File: src/rtl/dmem_pkg.sv
// Shared encodings for the data-memory arbiter: access sizes, FSM states, owner ids.
// No logic here; the helper maps an access size to its last beat index.
package dmem_pkg;

  localparam logic [1:0] SIZE_B = 2'd0;
  localparam logic [1:0] SIZE_H = 2'd1;
  localparam logic [1:0] SIZE_W = 2'd2;
  localparam logic [1:0] SIZE_D = 2'd3;

  localparam logic OWN_LSU = 1'b0;
  localparam logic OWN_EXT = 1'b1;

  typedef enum logic [1:0] {
    IDLE  = 2'd0,
    ISSUE = 2'd1,
    DRAIN = 2'd2,
    DONE  = 2'd3
  } state_t;

  function automatic logic [2:0] last_beat(input logic [1:0] size);
    case (size)
      SIZE_B:  return 3'd0;
      SIZE_H:  return 3'd1;
      SIZE_W:  return 3'd3;
      default: return 3'd7;
    endcase
  endfunction

endpackage

File: src/rtl/dmem_arbiter_if.sv
// Bundles the LSU, external-loader and byte-wide memory signals of the arbiter.
// slave is the arbiter's view; master is the view of the front ends plus memory.
interface dmem_arbiter_if #(
  parameter int BUS_WIDTH = 64
);

  logic                 running;
  logic                 lsu_req;
  logic                 lsu_we;
  logic [1:0]           lsu_size;
  logic [BUS_WIDTH-1:0] lsu_addr;
  logic [BUS_WIDTH-1:0] lsu_wdata;
  logic [BUS_WIDTH-1:0] lsu_rdata;
  logic                 lsu_done;
  logic                 lsu_stall;

  logic                 ext_req;
  logic                 ext_we;
  logic [BUS_WIDTH-1:0] ext_addr;
  logic [7:0]           ext_wdata;
  logic [7:0]           ext_rdata;
  logic                 ext_ack;

  logic                 mem_en;
  logic                 mem_we;
  logic [BUS_WIDTH-1:0] mem_addr;
  logic [7:0]           mem_din;
  logic [7:0]           mem_dout;

  modport slave (
    input  running, lsu_req, lsu_we, lsu_size, lsu_addr, lsu_wdata,
    input  ext_req, ext_we, ext_addr, ext_wdata, mem_dout,
    output lsu_rdata, lsu_done, lsu_stall, ext_rdata, ext_ack,
    output mem_en, mem_we, mem_addr, mem_din
  );

  modport master (
    output running, lsu_req, lsu_we, lsu_size, lsu_addr, lsu_wdata,
    output ext_req, ext_we, ext_addr, ext_wdata, mem_dout,
    input  lsu_rdata, lsu_done, lsu_stall, ext_rdata, ext_ack,
    input  mem_en, mem_we, mem_addr, mem_din
  );

endinterface

File: src/rtl/dmem_byte_lane.sv
// Byte-lane steering: picks the write byte for the current beat and merges a
// returned read byte into its lane of the capture word. Purely combinational.
module dmem_byte_lane #(
  parameter int BUS_WIDTH = 64
) (
  input  logic [BUS_WIDTH-1:0] wdata,
  input  logic [2:0]           wr_sel,
  output logic [7:0]           wr_byte,
  input  logic [BUS_WIDTH-1:0] cap,
  input  logic                 cap_vld,
  input  logic [2:0]           cap_sel,
  input  logic [7:0]           rd_byte,
  output logic [BUS_WIDTH-1:0] cap_next
);

  localparam int LANES = BUS_WIDTH / 8;

  always_comb begin
    wr_byte  = '0;
    cap_next = cap;
    for (int i = 0; i < LANES; i++) begin
      if (wr_sel == 3'(i)) wr_byte = wdata[i*8 +: 8];
      if (cap_vld && (cap_sel == 3'(i))) cap_next[i*8 +: 8] = rd_byte;
    end
  end

endmodule

File: src/rtl/dmem_arbiter.sv
// Round-robin share of a byte-wide data memory between the LSU (1..8 byte beats) and
// an external byte port; N-beat access completes N+1 edges after grant, no preemption.
module dmem_arbiter
  import dmem_pkg::*;
#(
  parameter int BUS_WIDTH = 64
) (
  input  logic          sys_clk,
  input  logic          rst,
  dmem_arbiter_if.slave bus
);

  state_t               state_q, state_d;
  logic                 owner_q, owner_d;
  logic                 last_grant_q, last_grant_d;
  logic [2:0]           beat_q, beat_d;
  logic [2:0]           last_beat_q, last_beat_d;
  logic [BUS_WIDTH-1:0] base_q, base_d;
  logic [BUS_WIDTH-1:0] wdata_q, wdata_d;
  logic                 we_q, we_d;
  logic [BUS_WIDTH-1:0] cap_q, cap_d;
  logic                 cap_vld_q, cap_vld_d;
  logic [2:0]           cap_lane_q, cap_lane_d;
  logic [BUS_WIDTH-1:0] lsu_rdata_q, lsu_rdata_d;
  logic [7:0]           ext_rdata_q, ext_rdata_d;

  logic                 lsu_cand, ext_cand, grant_lsu, grant_ext;
  logic [7:0]           wr_byte;
  logic [BUS_WIDTH-1:0] cap_next;
  logic                 mem_en, mem_we;
  logic [BUS_WIDTH-1:0] mem_addr;
  logic [7:0]           mem_din;

  dmem_byte_lane #(.BUS_WIDTH(BUS_WIDTH)) u_lane (
    .wdata    (wdata_q),
    .wr_sel   (beat_q),
    .wr_byte  (wr_byte),
    .cap      (cap_q),
    .cap_vld  (cap_vld_q),
    .cap_sel  (cap_lane_q),
    .rd_byte  (bus.mem_dout),
    .cap_next (cap_next)
  );

  // On a tie the side that did not win last time is granted.
  assign lsu_cand  = bus.lsu_req & bus.running;
  assign ext_cand  = bus.ext_req;
  assign grant_lsu = lsu_cand & (~ext_cand | (last_grant_q == OWN_EXT));
  assign grant_ext = ext_cand & ~grant_lsu;

  always_comb begin
    state_d      = state_q;
    owner_d      = owner_q;
    last_grant_d = last_grant_q;
    beat_d       = beat_q;
    last_beat_d  = last_beat_q;
    base_d       = base_q;
    wdata_d      = wdata_q;
    we_d         = we_q;
    cap_d        = cap_next;
    cap_vld_d    = 1'b0;
    cap_lane_d   = beat_q;
    lsu_rdata_d  = lsu_rdata_q;
    ext_rdata_d  = ext_rdata_q;
    mem_en       = 1'b0;
    mem_we       = 1'b0;
    mem_addr     = '0;
    mem_din      = '0;

    case (state_q)
      IDLE: begin
        if (grant_lsu) begin
          owner_d      = OWN_LSU;
          last_grant_d = OWN_LSU;
          base_d       = bus.lsu_addr;
          wdata_d      = bus.lsu_wdata;
          we_d         = bus.lsu_we;
          last_beat_d  = last_beat(bus.lsu_size);
          beat_d       = 3'd0;
          cap_d        = '0;
          state_d      = ISSUE;
        end else if (grant_ext) begin
          owner_d      = OWN_EXT;
          last_grant_d = OWN_EXT;
          base_d       = bus.ext_addr;
          wdata_d      = {{(BUS_WIDTH-8){1'b0}}, bus.ext_wdata};
          we_d         = bus.ext_we;
          last_beat_d  = 3'd0;
          beat_d       = 3'd0;
          cap_d        = '0;
          state_d      = ISSUE;
        end
      end
      ISSUE: begin
        mem_en    = 1'b1;
        mem_we    = we_q;
        mem_addr  = base_q + {{(BUS_WIDTH-3){1'b0}}, beat_q};
        mem_din   = wr_byte;
        cap_vld_d = ~we_q;
        if (beat_q == last_beat_q) begin
          state_d = DRAIN;
        end else begin
          beat_d = beat_q + 3'd1;
        end
      end
      DRAIN: begin
        // cap_next already holds the final byte, so results publish on the DONE entry edge.
        state_d = DONE;
        if (!we_q) begin
          if (owner_q == OWN_LSU) lsu_rdata_d = cap_next;
          else                    ext_rdata_d = cap_next[7:0];
        end
      end
      default: begin
        state_d = IDLE;
      end
    endcase
  end

  always_ff @(posedge sys_clk or posedge rst) begin
    if (rst) begin
      state_q      <= IDLE;
      owner_q      <= OWN_LSU;
      last_grant_q <= OWN_EXT;
      beat_q       <= '0;
      last_beat_q  <= '0;
      base_q       <= '0;
      wdata_q      <= '0;
      we_q         <= 1'b0;
      cap_q        <= '0;
      cap_vld_q    <= 1'b0;
      cap_lane_q   <= '0;
      lsu_rdata_q  <= '0;
      ext_rdata_q  <= '0;
    end else begin
      state_q      <= state_d;
      owner_q      <= owner_d;
      last_grant_q <= last_grant_d;
      beat_q       <= beat_d;
      last_beat_q  <= last_beat_d;
      base_q       <= base_d;
      wdata_q      <= wdata_d;
      we_q         <= we_d;
      cap_q        <= cap_d;
      cap_vld_q    <= cap_vld_d;
      cap_lane_q   <= cap_lane_d;
      lsu_rdata_q  <= lsu_rdata_d;
      ext_rdata_q  <= ext_rdata_d;
    end
  end

  assign bus.lsu_done  = (state_q == DONE) && (owner_q == OWN_LSU);
  assign bus.ext_ack   = (state_q == DONE) && (owner_q == OWN_EXT);
  assign bus.lsu_stall = bus.lsu_req & ~bus.lsu_done;
  assign bus.lsu_rdata = lsu_rdata_q;
  assign bus.ext_rdata = ext_rdata_q;
  assign bus.mem_en    = mem_en;
  assign bus.mem_we    = mem_we;
  assign bus.mem_addr  = mem_addr;
  assign bus.mem_din   = mem_din;

endmodule
File: src/flat_wrapper.sv
// flat-port wrapper written by rule: the top's interface ports become plain ports
module dmem_arbiter_flat import dmem_pkg::*;
#(
  parameter int BUS_WIDTH = 64
)
  (sys_clk, rst, bus_running, bus_lsu_req, bus_lsu_we, bus_lsu_size, bus_lsu_addr, bus_lsu_wdata, bus_ext_req, bus_ext_we, bus_ext_addr, bus_ext_wdata, bus_mem_dout, bus_lsu_rdata, bus_lsu_done, bus_lsu_stall, bus_ext_rdata, bus_ext_ack, bus_mem_en, bus_mem_we, bus_mem_addr, bus_mem_din);
  dmem_arbiter_if #(.BUS_WIDTH(BUS_WIDTH)) bus_i ();
  input  logic sys_clk;
  input  logic rst;
  input wire logic [$bits(bus_i.running)-1:0] bus_running;
  input wire logic [$bits(bus_i.lsu_req)-1:0] bus_lsu_req;
  input wire logic [$bits(bus_i.lsu_we)-1:0] bus_lsu_we;
  input wire logic [$bits(bus_i.lsu_size)-1:0] bus_lsu_size;
  input wire logic [$bits(bus_i.lsu_addr)-1:0] bus_lsu_addr;
  input wire logic [$bits(bus_i.lsu_wdata)-1:0] bus_lsu_wdata;
  input wire logic [$bits(bus_i.ext_req)-1:0] bus_ext_req;
  input wire logic [$bits(bus_i.ext_we)-1:0] bus_ext_we;
  input wire logic [$bits(bus_i.ext_addr)-1:0] bus_ext_addr;
  input wire logic [$bits(bus_i.ext_wdata)-1:0] bus_ext_wdata;
  input wire logic [$bits(bus_i.mem_dout)-1:0] bus_mem_dout;
  output wire logic [$bits(bus_i.lsu_rdata)-1:0] bus_lsu_rdata;
  output wire logic [$bits(bus_i.lsu_done)-1:0] bus_lsu_done;
  output wire logic [$bits(bus_i.lsu_stall)-1:0] bus_lsu_stall;
  output wire logic [$bits(bus_i.ext_rdata)-1:0] bus_ext_rdata;
  output wire logic [$bits(bus_i.ext_ack)-1:0] bus_ext_ack;
  output wire logic [$bits(bus_i.mem_en)-1:0] bus_mem_en;
  output wire logic [$bits(bus_i.mem_we)-1:0] bus_mem_we;
  output wire logic [$bits(bus_i.mem_addr)-1:0] bus_mem_addr;
  output wire logic [$bits(bus_i.mem_din)-1:0] bus_mem_din;
  assign bus_i.running = bus_running;
  assign bus_i.lsu_req = bus_lsu_req;
  assign bus_i.lsu_we = bus_lsu_we;
  assign bus_i.lsu_size = bus_lsu_size;
  assign bus_i.lsu_addr = bus_lsu_addr;
  assign bus_i.lsu_wdata = bus_lsu_wdata;
  assign bus_i.ext_req = bus_ext_req;
  assign bus_i.ext_we = bus_ext_we;
  assign bus_i.ext_addr = bus_ext_addr;
  assign bus_i.ext_wdata = bus_ext_wdata;
  assign bus_i.mem_dout = bus_mem_dout;
  assign bus_lsu_rdata = bus_i.lsu_rdata;
  assign bus_lsu_done = bus_i.lsu_done;
  assign bus_lsu_stall = bus_i.lsu_stall;
  assign bus_ext_rdata = bus_i.ext_rdata;
  assign bus_ext_ack = bus_i.ext_ack;
  assign bus_mem_en = bus_i.mem_en;
  assign bus_mem_we = bus_i.mem_we;
  assign bus_mem_addr = bus_i.mem_addr;
  assign bus_mem_din = bus_i.mem_din;
  dmem_arbiter #(.BUS_WIDTH(BUS_WIDTH)) u_core (.sys_clk(sys_clk), .rst(rst), .bus(bus_i));
endmodule
File: config.mk
export PLATFORM = sky130hd
export DESIGN_NAME = dmem_arbiter_flat
export DESIGN_NICKNAME = d
export VERILOG_FILES = /design/src/rtl/dmem_pkg.sv /design/src/rtl/dmem_arbiter_if.sv /design/src/rtl/dmem_byte_lane.sv /design/src/rtl/dmem_arbiter.sv /design/src/flat_wrapper.sv
export SDC_FILE = /design/constraint.sdc
export NUM_CORES = 1
export LEC_CHECK = 0
export ABC_AREA = 1
export BUFFER_PORTS_ARGS = -buffer_cell sky130_fd_sc_hd__buf_4
export CORE_MARGIN = 2
export CORE_UTILIZATION = 35
export CTS_BUF_LIST = sky130_fd_sc_hd__clkbuf_4 sky130_fd_sc_hd__clkbuf_8
export CTS_CLUSTER_DIAMETER = 30
export CTS_CLUSTER_SIZE = 20
export DETAILED_ROUTE_END_ITERATION = 16
export SYNTH_ARGS = -nofsm -noshare
export SYNTH_HDL_FRONTEND = slang
export SYNTH_HIERARCHICAL = 1
export SYNTH_SLANG_ARGS = --single-unit
File: constraint.sdc
create_clock -name sys_clk -period 12.5 [get_ports sys_clk]
set_clock_uncertainty 0.05 [all_clocks]
set_input_delay 0 -clock sys_clk [delete_from_list [all_inputs] [get_ports sys_clk]]
set_output_delay 0 -clock sys_clk [all_outputs]
set_load 0.05 [all_outputs]
### Word-level counts from Yosys, hierarchy flattened

Cells that the tools add are included.

| operators by class | value |
|---|---|
| equal/unequal tests | 23 |
| multiplexer cells | 42 |
| reduce and logical (&&, ||, !) cells | 21 |
| bitwise gates (word level) | 10 |
| add/sub/neg operators | 2 |

Operator list:

| cell | count |
|---|---|
| 64-bit 2-to-1 mux | 8 |
| 8-bit 2-to-1 mux | 17 |
| 64-bit by 3-bit adder with 64-bit output | 1 |
| 3-bit == test (second input constant) | 8 |
| 3-bit by 2-bit == test with 1-bit output (second input constant) | 4 |
| 3-bit 2-to-1 mux | 4 |
| 1-bit logical AND | 10 |
| 3-bit case mux with 3 select lines | 1 |
| 3-bit AND reduction | 3 |
| 1-bit 2-to-1 mux | 7 |
| 2-bit == test (second input constant) | 3 |
| 3-bit by 1-bit == test with 1-bit output (second input constant) | 2 |
| 3-bit logical NOT | 2 |
| 2-bit 2-to-1 mux | 3 |
| 2-bit case mux with 3 select lines | 1 |
| 3-bit case mux with 2 select lines | 1 |
| 1-bit NOT | 5 |
| 1-bit bitwise AND | 4 |
| 2-bit by 1-bit == test with 1-bit output (second input constant) | 2 |
| 2-bit logical NOT | 2 |
| 2-bit AND reduction | 2 |
| 2-bit nonzero test | 2 |
| 3-bit by 1-bit adder with 3-bit output (second input constant) | 1 |
| 3-bit == test | 1 |
| other kinds (4) | 4 |

| word-level totals | value |
|---|---|
| word-level logic and storage cells | 111 |
| flip-flop bits (word level) | 279 |

### Depth between registers and ports, before layout

Gate-level depths: netlist of the first run.

| depth | value |
|---|---|
| depth in word-level cells | 10 |
| depth in mapped cells | 14 |
| gate-level depth less buffers | 14 |

### Hierarchy

Netlist of the first run, hierarchy kept.

By module, submodules not included:

| module | cells an instance | times used | seq. area each (um^2) | area each (um^2) |
|---|---|---|---|---|
| dmem_arbiter | 1,635 | 1 | 6,982.9 | 13,400.4 |
| dmem_byte_lane | 272 | 1 | 0.0 | 1,321.3 |

### Least setup slack after synthesis of the first run

No wires, ideal clock.

| timing path | value |
|---|---|
| kind | register to output |
| start point | register u_core.beat_q[0] |
| end point | output bus_mem_addr[30] |
| arrival time | 2.680 ns |
| required time | 12.450 ns |
| path slack | 9.770 ns |
| path buffers | 0 |
| stages on the path, launching flop included | 11 |
| cell sequence | dfrtp_1 -> ha_1 -> inv_1 -> fa_1 -> inv_1 -> nand3_1 -> nand2_1 -> nand2_1 -> nor2_4 -> a21oi_1 -> nor3_1 |

| on the way | value |
|---|---|
| cells in the longest elaborated chain, start to end | 2 |

Ends and longest elaborated chain:

| element | RTL line | source |
|---|---|---|
| from (decl) | dmem_arbiter.sv:16 | `logic [2:0] beat_q, beat_d;` |
| from (signal assigned) | dmem_arbiter.sv:139 | `beat_q <= beat_d;` |
| 64-bit by 3-bit adder with 64-bit output | dmem_arbiter.sv:97 | `mem_addr = base_q + {{(BUS_WIDTH-3){1'b0}}, beat_q};` |
| 64-bit 2-to-1 mux | dmem_arbiter.sv:70 | `case (state_q)` |
| to (decl) | flat_wrapper.sv:28 | `output wire logic [$bits(bus_i.mem_addr)-1:0] bus_mem_addr;` |

No other way between the ends.

### Final worst setup path of the first run

| timing path | value |
|---|---|
| start point | register u_core.last_grant_q |
| end point | register u_core.base_q[20] |

| on the way | value |
|---|---|
| cells in the longest elaborated chain, start to end | 6 |
| elaborated cells on any way between the ends | 7 |
| classes of those cells | mux: 1; bitwise: 4; reduce/logical: 2 |

Ends and longest elaborated chain:

| element | RTL line | source |
|---|---|---|
| from (decl) | dmem_arbiter.sv:15 | `logic last_grant_q, last_grant_d;` |
| from (signal assigned) | dmem_arbiter.sv:138 | `last_grant_q <= last_grant_d;` |
| 1-bit OR * | dmem_arbiter.sv:48 | `assign grant_lsu = lsu_cand & (~ext_cand \| (last_grant_q == OWN_EXT));` |
| 1-bit bitwise AND * | dmem_arbiter.sv:48 |  |
| 1-bit NOT | dmem_arbiter.sv:49 | `assign grant_ext = ext_cand & ~grant_lsu;` |
| 1-bit bitwise AND | dmem_arbiter.sv:49 |  |
| 2-bit nonzero test (no source line) | -- |  |
| 2-bit AND reduction (no source line) | -- |  |
| to (signal assigned) | dmem_arbiter.sv:141 | `base_q <= base_d;` |
| to (decl) | dmem_arbiter.sv:18 | `logic [BUS_WIDTH-1:0] base_q, base_d;` |

Every way passes the cells marked *; elsewhere a longest branch is shown, timed or not.
A chain may end at the register's enable or synchronous reset.

==> out/qor.txt, run 1 <==
Clock power frac -> 0.221
synthesized area -> 14700 µm²
clk root buf -> clkbuf_8
Sink Count -> 279
first-pass GRT wire length -> 87000 µm
Num CTS Buffers -> 60
Synth Register Bits -> 279
crit-path cells -> inv_1 -> nand2_2 -> buf_4 -> nand3_2 -> buf_4 -> nand2_2 -> nand2_8 -> clkinv_2 -> buf_4 -> nor2_1 -> a21oi_1 -> dlygate4sd3_1
Fmax -> 200 MHz
Starting DRT DRC Count -> 1318
Final Cell Area -> 22000 µm²
max incr delay on CP -> 800 ps
most used cell, CP -> buf_4
GRT Util Overall -> 0.256
P_sw -> 2.56 mW
Logic pwr share -> 0.498
Least-Margin Pin Slew -> 1160 ps
Fin Hold WS -> 48.7 ps
clock latency on the worst-skew pair -> 680 ps
cell row count -> 75
Slew HR -> 0.224
HP Class -> in -> reg
top-count cell post-synth -> nand2_1
CP startpoint kind -> register
Die W -> 209 µm
Syn Inst Count -> 1907
DR WL/cell -> 18.3 µm
Final Non-Filler Cells -> 3097
crit-path max FO -> 105
Worst IR Drop VDD -> 0.131 mV
EDFF count, synth -> 0
Reg clk slew, reported paths -> 70 ps
vias in the first global route -> 15600
Antenna Nets Post-Route -> 0
Internal -> 2.94 mW
Post-Route Setup TNS -> 0 ps
die area -> 43700 µm²
port buffer count -> 365
Core ar. -> 41800 µm²
Final Hold Viols -> 0
Post-layout nets -> 2731
io pins -> 366
WP data arrival -> 5460 ps
Overflow after GRT -> 0
status -> complete, no violations
Syn-to-layout area delta -> 49.1%
initial antenna violation count -> 3
Worst Path Buf+Inv -> 6
top cells by area, synth -> dfrtp_1 (47%), nand2_1 (10%), nor2_1 (7.4%)
Synth warnings -> 6
Setup violations, final -> 0
switching part of the total -> 0.466
Clock Path Buffers -> 3
post-synth cell types -> 37
required time of the critical path -> 12960 ps
Place WS -> 8070 ps
asr flop ratio synth -> 1.00
Reg power frac -> 0.281
Top Family by Delay on Critical Path -> buffers and inverters
DP HPWL -> 39000 µm
drt first pass iters -> 5
power per cell area -> 251 nW/µm²
most common flop cell mapped by yosys -> dfrtp_1
Max-cap violations -> 0
die span in y -> 209 µm
vias per cell -> 5.11
Setup Buffers After CTS -> 0
register area share after synthesis -> 0.474
GPL Wtd Cong -> 0.926
multi-input logic area -> 6510 µm²
Residual DRC -> 0
Critical Path End Type -> register
Min Clock Period, post-route -> 5000 ps
initial core utilization -> 0.353
H-tree levels -> 2
RSZ-0062 raised after global routing -> false
routed wire length -> 56700 µm
most area-hungry cell type in the Yosys netlist -> dfrtp_1
register area -> 6980 µm²
Placement Cell Area -> 17700 µm²
Slew Limit Fails -> 0
Leak -> 10.3 nW
Cells after DPL -> 2714
Filler cells -> 3890
total number of vias -> 15800
critical path class -> reg -> reg
setup ws final -> 7500 ps
CP max-delay cell -> clkinv_2
CTS tree -> done
largest net degree at the start of global routing -> 146
Mean Syn Cell Area -> 7.72 µm²
final period utilization -> 0.400
top cell type's share of synthesized area -> 0.473
Post-synth top cells -> nand2_1 (399), nor2_1 (292), dfrtp_1 (278)
synthesized net count -> 2133
share of cells above drive strength 1 -> 0.207
## area by class of cell
| class | instances | share of cell area |
|---|---|---|
| antenna | 3 | 0.000342 |
| timing repair buffer | 642 | 0.251 |
| multi-input combinational | 1323 | 0.297 |
| clock buffer | 80 | 0.0473 |
| clock inverter | 32 | 0.0217 |
| sequential | 279 | 0.318 |
| tap | 539 | 0.0307 |
| inverter | 199 | 0.0347 |
## worst min-delay path, delay by kind of cell
| kind | cells | cell delay, ps |
|---|---|---|
| AO/OA/AOI/OAI | 1 | 120 |
| buffers and inverters | 2 | 620 |
## cell usage in the layout, fill, tap and decap left out, types with 5 or more instances in the layout
master	count
nand2_1	397
buf_4	373
nor2_1	292
dfrtp_1	278
dlygate4sd3_1	268
inv_1	193
o21ai_0	168
a21oi_1	132
nand4_1	125
clkbuf_8	70
a22o_1	56
a22oi_1	46
nand3_1	34
clkbuf_4	10
bufinv_16	10
clkinv_2	10
nand2_2	9
nor2_4	8
nor2_2	8
nor3_1	7
xor2_1	7
ha_1	7
inv_6	5
## stage by stage
stage / util / power [mW]
2_1_floorplan: - / 3.18
3_3_place_gp: 0.425 / 3.97
3_5_place_dp: 0.425 / 4.00
4_1_cts: 0.525 / 5.50
5_1_grt: 0.526 / 5.82
6_report: 0.526 / 5.50
## layer usage
layer	routed length (µm)	GRT usage	vias to the layer above
li1	-	-	7566
met4	2450	0.125	0
met5	0	0	-
met1	24400	0.338	7443
met2	26500	0.413	676
met3	3370	0.0394	136
## state kept, by name (all words and copies together) (netlist names)
name                  flops
u_core/last_beat_q        3
u_core/cap_lane_q         3
u_core/base_q            64
u_core/owner_q            1
u_core/bus.lsu_rdata     64
u_core/state_q            2
u_core/cap_q             64
u_core/beat_q             3
u_core/cap_vld_q          1
u_core/wdata_q           64
u_core/last_grant_q       1
u_core/we_q               1
u_core/bus.ext_rdata      8
## worst paths after layout
| path | from | endpoint | slack (ps) | cells after the start |
|---|---|---|---|---|
| setup reg to reg | u_core/last_grant_q | u_core/base_q[20] | 7500 | 12 |
| hold reg to reg | u_core/bus.lsu_rdata[42] | u_core/bus.lsu_rdata[42] | 430 | 2 |
| setup / recovery | u_core/last_grant_q | u_core/base_q[20] | 7500 | 12 |
| max in group asynchronous | rst | u_core/base_q[6] | 10860 | 4 |
| min in group asynchronous | rst | u_core/bus.lsu_rdata[11] | 110 | 3 |
| hold / removal | bus_lsu_wdata[35] | u_core/wdata_q[35] | 50 | 3 |
## logic make-up (layout without fill, tap and decap cells)
family / after synthesis / after routing / share of synthesized area
other cells: 0 / 3 / 0
flops: 279 / 279 / 0.474
simple gates: 892 / 892 / 0.263
buf+inv: 305 / 953 / 0.0857
fa+ha+maj: 9 / 9 / 0.00816
compound gates: 414 / 414 / 0.164
xor+xnor: 8 / 8 / 0.00476
## power by group through the flow
stage / clock network (mW) / registers [mW] / logic [mW]
floorplan: 0 / 1.80 / 1.39
global placement: 0 / 1.55 / 2.42
detailed placement: 0 / 1.55 / 2.45
CTS: 1.24 / 1.54 / 2.71
global route: 1.29 / 1.59 / 2.95
finish: 1.21 / 1.55 / 2.74
## timing repair
item,CTS,global route
gates resized for setup,0,0
hold buffers,268,0
hold endpoints to repair,365,0
(Power assumes the default switching activity.)
==> run 2, diff against run 1 <==
Settings changed: ABC_AREA 1 to 0.
Clock period 12.5 ns to 4.5 ns, I/O delays scaled along.
==> run 2 against run 1 <==
Against the previous run: synthesized cell count fell by 35%; non-clock buffer count fell by 42; hold slack got worse by 6.3 ps; critical path depth fell by 3; synthesized area fell by 5.9%; die area fell by 5.8%; first-iteration DRC count fell by 60%; sequential cell count did not move; setup slack got worse by 6800 ps; critical path type is now reg -> out; critical endpoint is now bus_mem_addr[60]; largest cell class unchanged; largest power group unchanged.
==> out/qor.txt, run 2 <==
status -> complete, no violations
io pins -> 366 (unchanged)
max incr delay on CP -> 620 ps (-180 ps)
synthesized area -> 13900 µm² (-5.9%)
Slew Limit Fails -> 0 (unchanged)
clock latency on the worst-skew pair -> 600 ps (-80 ps)
first-pass GRT wire length -> 68500 µm (-21%)
Max-cap violations -> 0 (unchanged)
total number of vias -> 12000 (-24%)
Residual DRC -> 0 (unchanged)
final period utilization -> 0.853
post-CTS resize count -> 0 (unchanged)
port buffer count -> 365 (unchanged)
power per cell area -> 581 nW/µm² (+130%)
vias in the first global route -> 12600 (-19%)
Syn Inst Count -> 1248 (-35%)
critical path class -> reg -> out
top cells by area, synth -> dfrtp_1 (50%), mux2_2 (12%), mux2i_1 (5.9%)
Starting DRT DRC Count -> 529 (-60%)
Least-Margin Pin Slew -> 999 ps (-166 ps)
cell row count -> 72 (-4.0%)
Post-Route Setup TNS -> 0 ps (unchanged)
Critical Path End Type -> output port
commonest cells after routing, fill and taps aside -> buf_4 (381), dfrtp_1 (277), dlygate4sd3_1 (217)
die span in y -> 203 µm (-2.9%)
initial core utilization -> 0.357 (+0.00438)
Worst IR Drop VDD -> 0.309 mV (+140%)
DR WL/cell -> 18.0 µm (-1.7%)
Antenna Nets Post-Route -> 0 (unchanged)
initial antenna violation count -> 0 (-3)
Post-synth top cells -> dfrtp_1 (278), mux2_2 (142), nand2_1 (100)
H-tree levels -> 3 (+1)
Reg clk slew, reported paths -> 50 ps (-20 ps)
Overflow after GRT -> 0 (unchanged)
Setup violations, final -> 0 (unchanged)
Syn-to-layout area delta -> 50.4%
Cells after DPL -> 2067 (-24%)
Min Clock Period, post-route -> 3840 ps
EDFF count, synth -> 0 (unchanged)
top-count cell post-synth -> dfrtp_1
CP max-delay cell -> or4_1
Final Non-Filler Cells -> 2415 (-22%)
synthesized net count -> 1474 (-31%)
vias per cell -> 4.98 (-2.6%)
Slew HR -> 0.334 (+0.110)
Final Hold Viols -> 0 (unchanged)
crit-path max FO -> 14 (-87%)
die area -> 41200 µm² (-5.8%)
WP data arrival -> 3790 ps (-1670 ps)
HP Class -> in -> reg
Final Cell Area -> 20800 µm² (-5.0%)
register area share after synthesis -> 0.504 (+0.0295)
DP HPWL -> 28800 µm (-26%)
required time of the critical path -> 4450 ps (-8510 ps)
drt first pass iters -> 5 (unchanged)
Mean Syn Cell Area -> 11.1 µm² (+44%)
most common flop cell mapped by yosys -> dfrtp_1
RSZ-0062 raised after global routing -> false
Die W -> 203 µm (-2.9%)
asr flop ratio synth -> 1.00 (unchanged)
Sink Count -> 279 (unchanged)
Placement Cell Area -> 17100 µm² (-3.6%)
routed wire length -> 43500 µm (-23%)
Synth Register Bits -> 279 (unchanged)
crit-path cells -> ha_1 -> inv_1 -> fa_1 -> nor2b_1 -> o21a_1 -> nand4_1 -> or4_1 -> a21oi_1 -> buf_4
most area-hungry cell type in the Yosys netlist -> dfrtp_1
largest net degree at the start of global routing -> 124 (-15%)
Fmax -> 261 MHz
GRT Util Overall -> 0.210 (-0.0456)
leading cell type in the layout, fill and taps excluded -> buf_4
top cell type's share of synthesized area -> 0.502 (+0.0294)
clk root buf -> clkbuf_8
Synth warnings -> 6 (unchanged)
Leak -> 9.80 nW (-4.7%)
post-synth cell types -> 51 (+38%)
Core ar. -> 38800 µm² (-7.0%)
Clock Path Buffers -> 3 (unchanged)
CP startpoint kind -> register
Post-layout nets -> 2067 (-24%)
GPL Wtd Cong -> 0.836 (-9.7%)
Num CTS Buffers -> 73 (+22%)
Setup Buffers After CTS -> 0 (unchanged)
CTS tree -> done
share of cells above drive strength 1 -> 0.360 (+0.153)
-- run 2: kinds of logic after synthesis --
kind of cell | count (synthesis) | synth area share
buf+inv | 96 | 0.0282
fa+ha+maj | 9 | 0.00867
xor+xnor | 31 | 0.0196
simple gates | 367 | 0.144
mux | 233 | 0.190
flops | 279 | 0.504
compound gates | 233 | 0.105
-- run 2: worst max-delay path: cells and delay by family (launching register included) --
| family | cells | cell delay, ps |
|---|---|---|
| AND/OR/NAND/NOR | 3 | 1390 |
| adder cells (fa/ha/maj) | 2 | 540 |
| buffers and inverters | 2 | 280 |
| flip-flops | 1 | 340 |
| AO/OA/AOI/OAI | 2 | 620 |
-- run 2: routing by layer --
layer,share of wire,track usage,routed length [µm]
met5,0,0,0
met4,0.036,0.0876,1580
met2,0.47,0.345,20600
met1,0.44,0.267,19000
met3,0.055,0.0501,2390
-- run 2: final cells by class --
cell class / count / area [µm²]
multi-input cells: 873 / 6520
fillers: 3421 / 18000
clock inverters: 29 / 254
well taps: 518 / 648
diodes: 1 / 2.50
flip-flops and latches: 279 / 6980
repair buffers: 600 / 5070
clock buffers: 101 / 1320
inverters: 14 / 56.3
-- run 2: what timing repair did --
item | in CTS | in global routing
hold buffers | 217 | 0
endpoints found under the hold margin | 506 | 0
endpoints found under the setup margin | 0 | 0
-- run 2: metrics by stage --
stage	hold WS, ps	utilization	setup slack, ps	total power, mW
2_1_floorplan	82.7	-	757	7.12
3_3_place_gp	168	0.441	1390	8.50
3_5_place_dp	169	0.441	1300	8.60
4_1_cts	12.9	0.537	631	12.2
5_1_grt	69.0	0.537	423	12.8
6_report	42.5	0.537	662	12.1
-- run 2: path summary, 6_finish.rpt --
| path | start | to | slack [ps] | cells past startpoint |
|---|---|---|---|---|
| max | u_core/base_q[0] | bus_mem_addr[60] | 660 | 9 |
| min | bus_lsu_req | u_core/beat_q[2] | 40 | 5 |
| max reg2reg | u_core/last_grant_q | u_core/base_q[21] | 1400 | 7 |
| min reg2reg | u_core/wdata_q[0] | u_core/wdata_q[0] | 430 | 2 |
| max in group asynchronous | rst | u_core/we_q | 3070 | 5 |
| min in group asynchronous | rst | u_core/wdata_q[24] | 100 | 4 |
-- run 2: report_power, final --
group          total (mW)  switching (mW)  internal (mW)  leakage, nW
registers            4.07           0.724           3.35         3.71
clock network        3.36            1.29           2.07        0.824
logic                4.68            2.83           1.85         5.27
total                12.1            4.84           7.27         9.80
==> run 3, diff against run 2 <==
Settings changed: CORE_MARGIN 2 to 4.
==> run 3 against run 2 <==
Against the previous run: cell area decreased by 0.38%; combinational power about the same; sequential power is essentially flat; first-iteration DRC count is 5.3% higher; core utilization shrank 0.33 points; clock power is essentially flat; clock-buffer cell count fell by 21; power fell by 0.32%; critical path type unchanged; largest power group unchanged.
==> out/qor.txt, run 3 (synthesized netlist as in run 2, its figures left out) <==
Slew Limit Fails -> 0 (unchanged)
post-CTS resize count -> 0 (unchanged)
Starting DRT DRC Count -> 557 (+5.3%)
Setup violations, final -> 0 (unchanged)
Worst Path Buf+Inv -> 2 (unchanged)
max incr delay on CP -> 640 ps (+20 ps)
crit-path cells -> ha_1 -> inv_1 -> fa_1 -> nor2b_1 -> o21a_1 -> nand4_1 -> or4_1 -> a21oi_1 -> buf_4
H-tree levels -> 3 (unchanged)
power per cell area -> 581 nW/µm² (about the same)
Min Clock Period, post-route -> 3900 ps (+66.3 ps)
Reg clk slew, reported paths -> 60 ps (about the same)
Post-Route Setup TNS -> 0 ps (unchanged)
drt first pass iters -> 5 (unchanged)
HP Class -> in -> async
Clock Path Buffers -> 3 (unchanged)
Core ar. -> 38900 µm² (+0.23%)
total number of vias -> 12100 (+0.31%)
Die W -> 207 µm (+2.0%)
P_sw -> 4.83 mW (-0.31%)
DR WL/cell -> 18.5 µm (+2.8%)
RR Endpoint -> u_core/wdata_q[57]
io pins -> 366 (unchanged)
Num CTS Buffers -> 66 (-9.6%)
Residual DRC -> 0 (unchanged)
DP HPWL -> 29600 µm (+2.7%)
total power -> 12.1 mW (-0.32%)
critical path class -> reg -> out
first-pass GRT wire length -> 69100 µm (+0.94%)
initial core utilization -> 0.356 (-0.000826)
Clock power frac -> 0.276 (-0.002)
routed wire length -> 44400 µm (+2.0%)
CP endpoint -> bus_mem_addr[60]
Logic pwr share -> 0.386 (about the same)
Setup Buffers After CTS -> 0 (unchanged)
Reg power frac -> 0.337 (about the same)
commonest cells after routing, fill and taps aside -> buf_4 (374), dfrtp_1 (277), dlygate4sd3_1 (216)
Final Non-Filler Cells -> 2397 (-0.75%)
Fmax -> 256 MHz (-1.7%)
reg2reg start -> u_core/last_grant_q
largest net degree at the start of global routing -> 149 (+20%)
Sink Count -> 279 (unchanged)
status -> complete, no violations
Top Family by Delay on Critical Path -> simple AND/OR/NAND/NOR gates
Internal -> 7.25 mW (-0.32%)
die span in y -> 207 µm (+2.0%)
vias per cell -> 5.03 (+1.1%)
Antenna Nets Post-Route -> 0 (unchanged)
GPL Wtd Cong -> 0.840 (+0.45%)
Overflow after GRT -> 0 (unchanged)
CTS tree -> done
worst r2r path cells -> 6 (-1)
Post-layout nets -> 2054 (-0.63%)
initial antenna violation count -> 0 (unchanged)
port buffer count -> 365 (unchanged)
leading cell type in the layout, fill and taps excluded -> buf_4
fin util -> 0.534 (-0.00330)
Slew HR -> 0.309 (-0.0252)
clk root buf -> clkbuf_8
Max-cap violations -> 0 (unchanged)
Setup crit start -> u_core/beat_q[0]
clock latency on the worst-skew pair -> 600 ps (about the same)
final period utilization -> 0.868 (+0.0147)
RSZ-0062 raised after global routing -> false
Worst IR Drop VDD -> 0.291 mV (-5.6%)
cell row count -> 72 (unchanged)
GRT Util Overall -> 0.204 (-0.00633)
CP startpoint kind -> register
Final Hold Viols -> 0 (unchanged)
Leak -> 9.70 nW (-0.95%)
required time of the critical path -> 4450 ps (about the same)
FF-to-FF setup slack -> 1850 ps (+450 ps)
Least-Margin Pin Slew -> 1040 ps (+37.8 ps)
Critical Path End Type -> output port
crit-path max FO -> 14 (unchanged)
share of cells above drive strength 1 -> 0.354 (-0.00560)
switching part of the total -> 0.400 (about the same)
CP Depth -> 9 (unchanged)
Syn-to-layout area delta -> 49.9%
CP max-delay cell -> or4_1
Cells after DPL -> 2062 (-0.24%)
WP data arrival -> 3850 ps (+60 ps)
vias in the first global route -> 12700 (+0.85%)
die area -> 42800 µm² (+4.0%)
[run 3: worst min-delay path, cell delays in order]
cell	delay [ps]
dlygate4sd3_1	540
buf_4	140
clkinvlp_4	100
buf_12	420
[run 3: worst min-delay path by stage]
| stage | from | end | cells after the start |
|---|---|---|---|
| global placement | bus_lsu_wdata[24] | u_core/wdata_q[24] | 2 |
| finish | rst | u_core/wdata_q[48] | 4 |
| global route | bus_lsu_wdata[23] | u_core/wdata_q[23] | 3 |
| floorplan | bus_lsu_size[1] | u_core/last_beat_q[1] | 1 |
| detailed placement | bus_lsu_wdata[13] | u_core/wdata_q[13] | 2 |
| CTS | bus_lsu_wdata[48] | u_core/wdata_q[48] | 3 |
[run 3: repair_timing]
action,4_1_cts,5_1_grt
hold endpoints to repair,550,0
hold buffers,216,0
endpoints found under the setup margin,0,0
[run 3: cell type report]
| cell class | count | area, µm² |
|---|---|---|
| fillers | 3437 | 18100 |
| flip-flops and latches | 279 | 6980 |
| multi-input cells | 873 | 6520 |
| repair buffers | 594 | 5050 |
| clock buffers | 80 | 1060 |
| well taps | 518 | 648 |
| clock inverters | 38 | 448 |
| inverters | 14 | 56.3 |
| diodes | 1 | 2.50 |
[run 3: power groups by stage]
stage	registers (mW)	logic [mW]	clock network, mW
after floorplan	4.37	2.75	0
after global placement	4.05	4.45	0
after global routing	4.19	5.05	3.57
after CTS	4.06	4.69	3.43
after detailed placement	4.09	4.49	0
final	4.07	4.66	3.34
[run 3: per-stage QoR]
| stage | cell area [µm²] | setup WS, ps | hold WS, ps |
|---|---|---|---|
| 2_1_floorplan | 13900 | 757 | 82.7 |
| 3_3_place_gp | 17100 | 1350 | 168 |
| 3_5_place_dp | 17100 | 1290 | 171 |
| 4_1_cts | 20800 | 613 | 57.3 |
| 5_1_grt | 20800 | 289 | 82.0 |
| 6_report | 20800 | 596 | 72.1 |
[run 3: layer usage]
| layer | vias up | track usage | routed length [µm] |
|---|---|---|---|
| li1 | 5682 | - | - |
| met1 | 5871 | 0.263 | 18600 |
| met2 | 423 | 0.332 | 21400 |
| met3 | 77 | 0.0494 | 2940 |
| met4 | 0 | 0.0829 | 1400 |
| met5 | - | 0 | 0 |
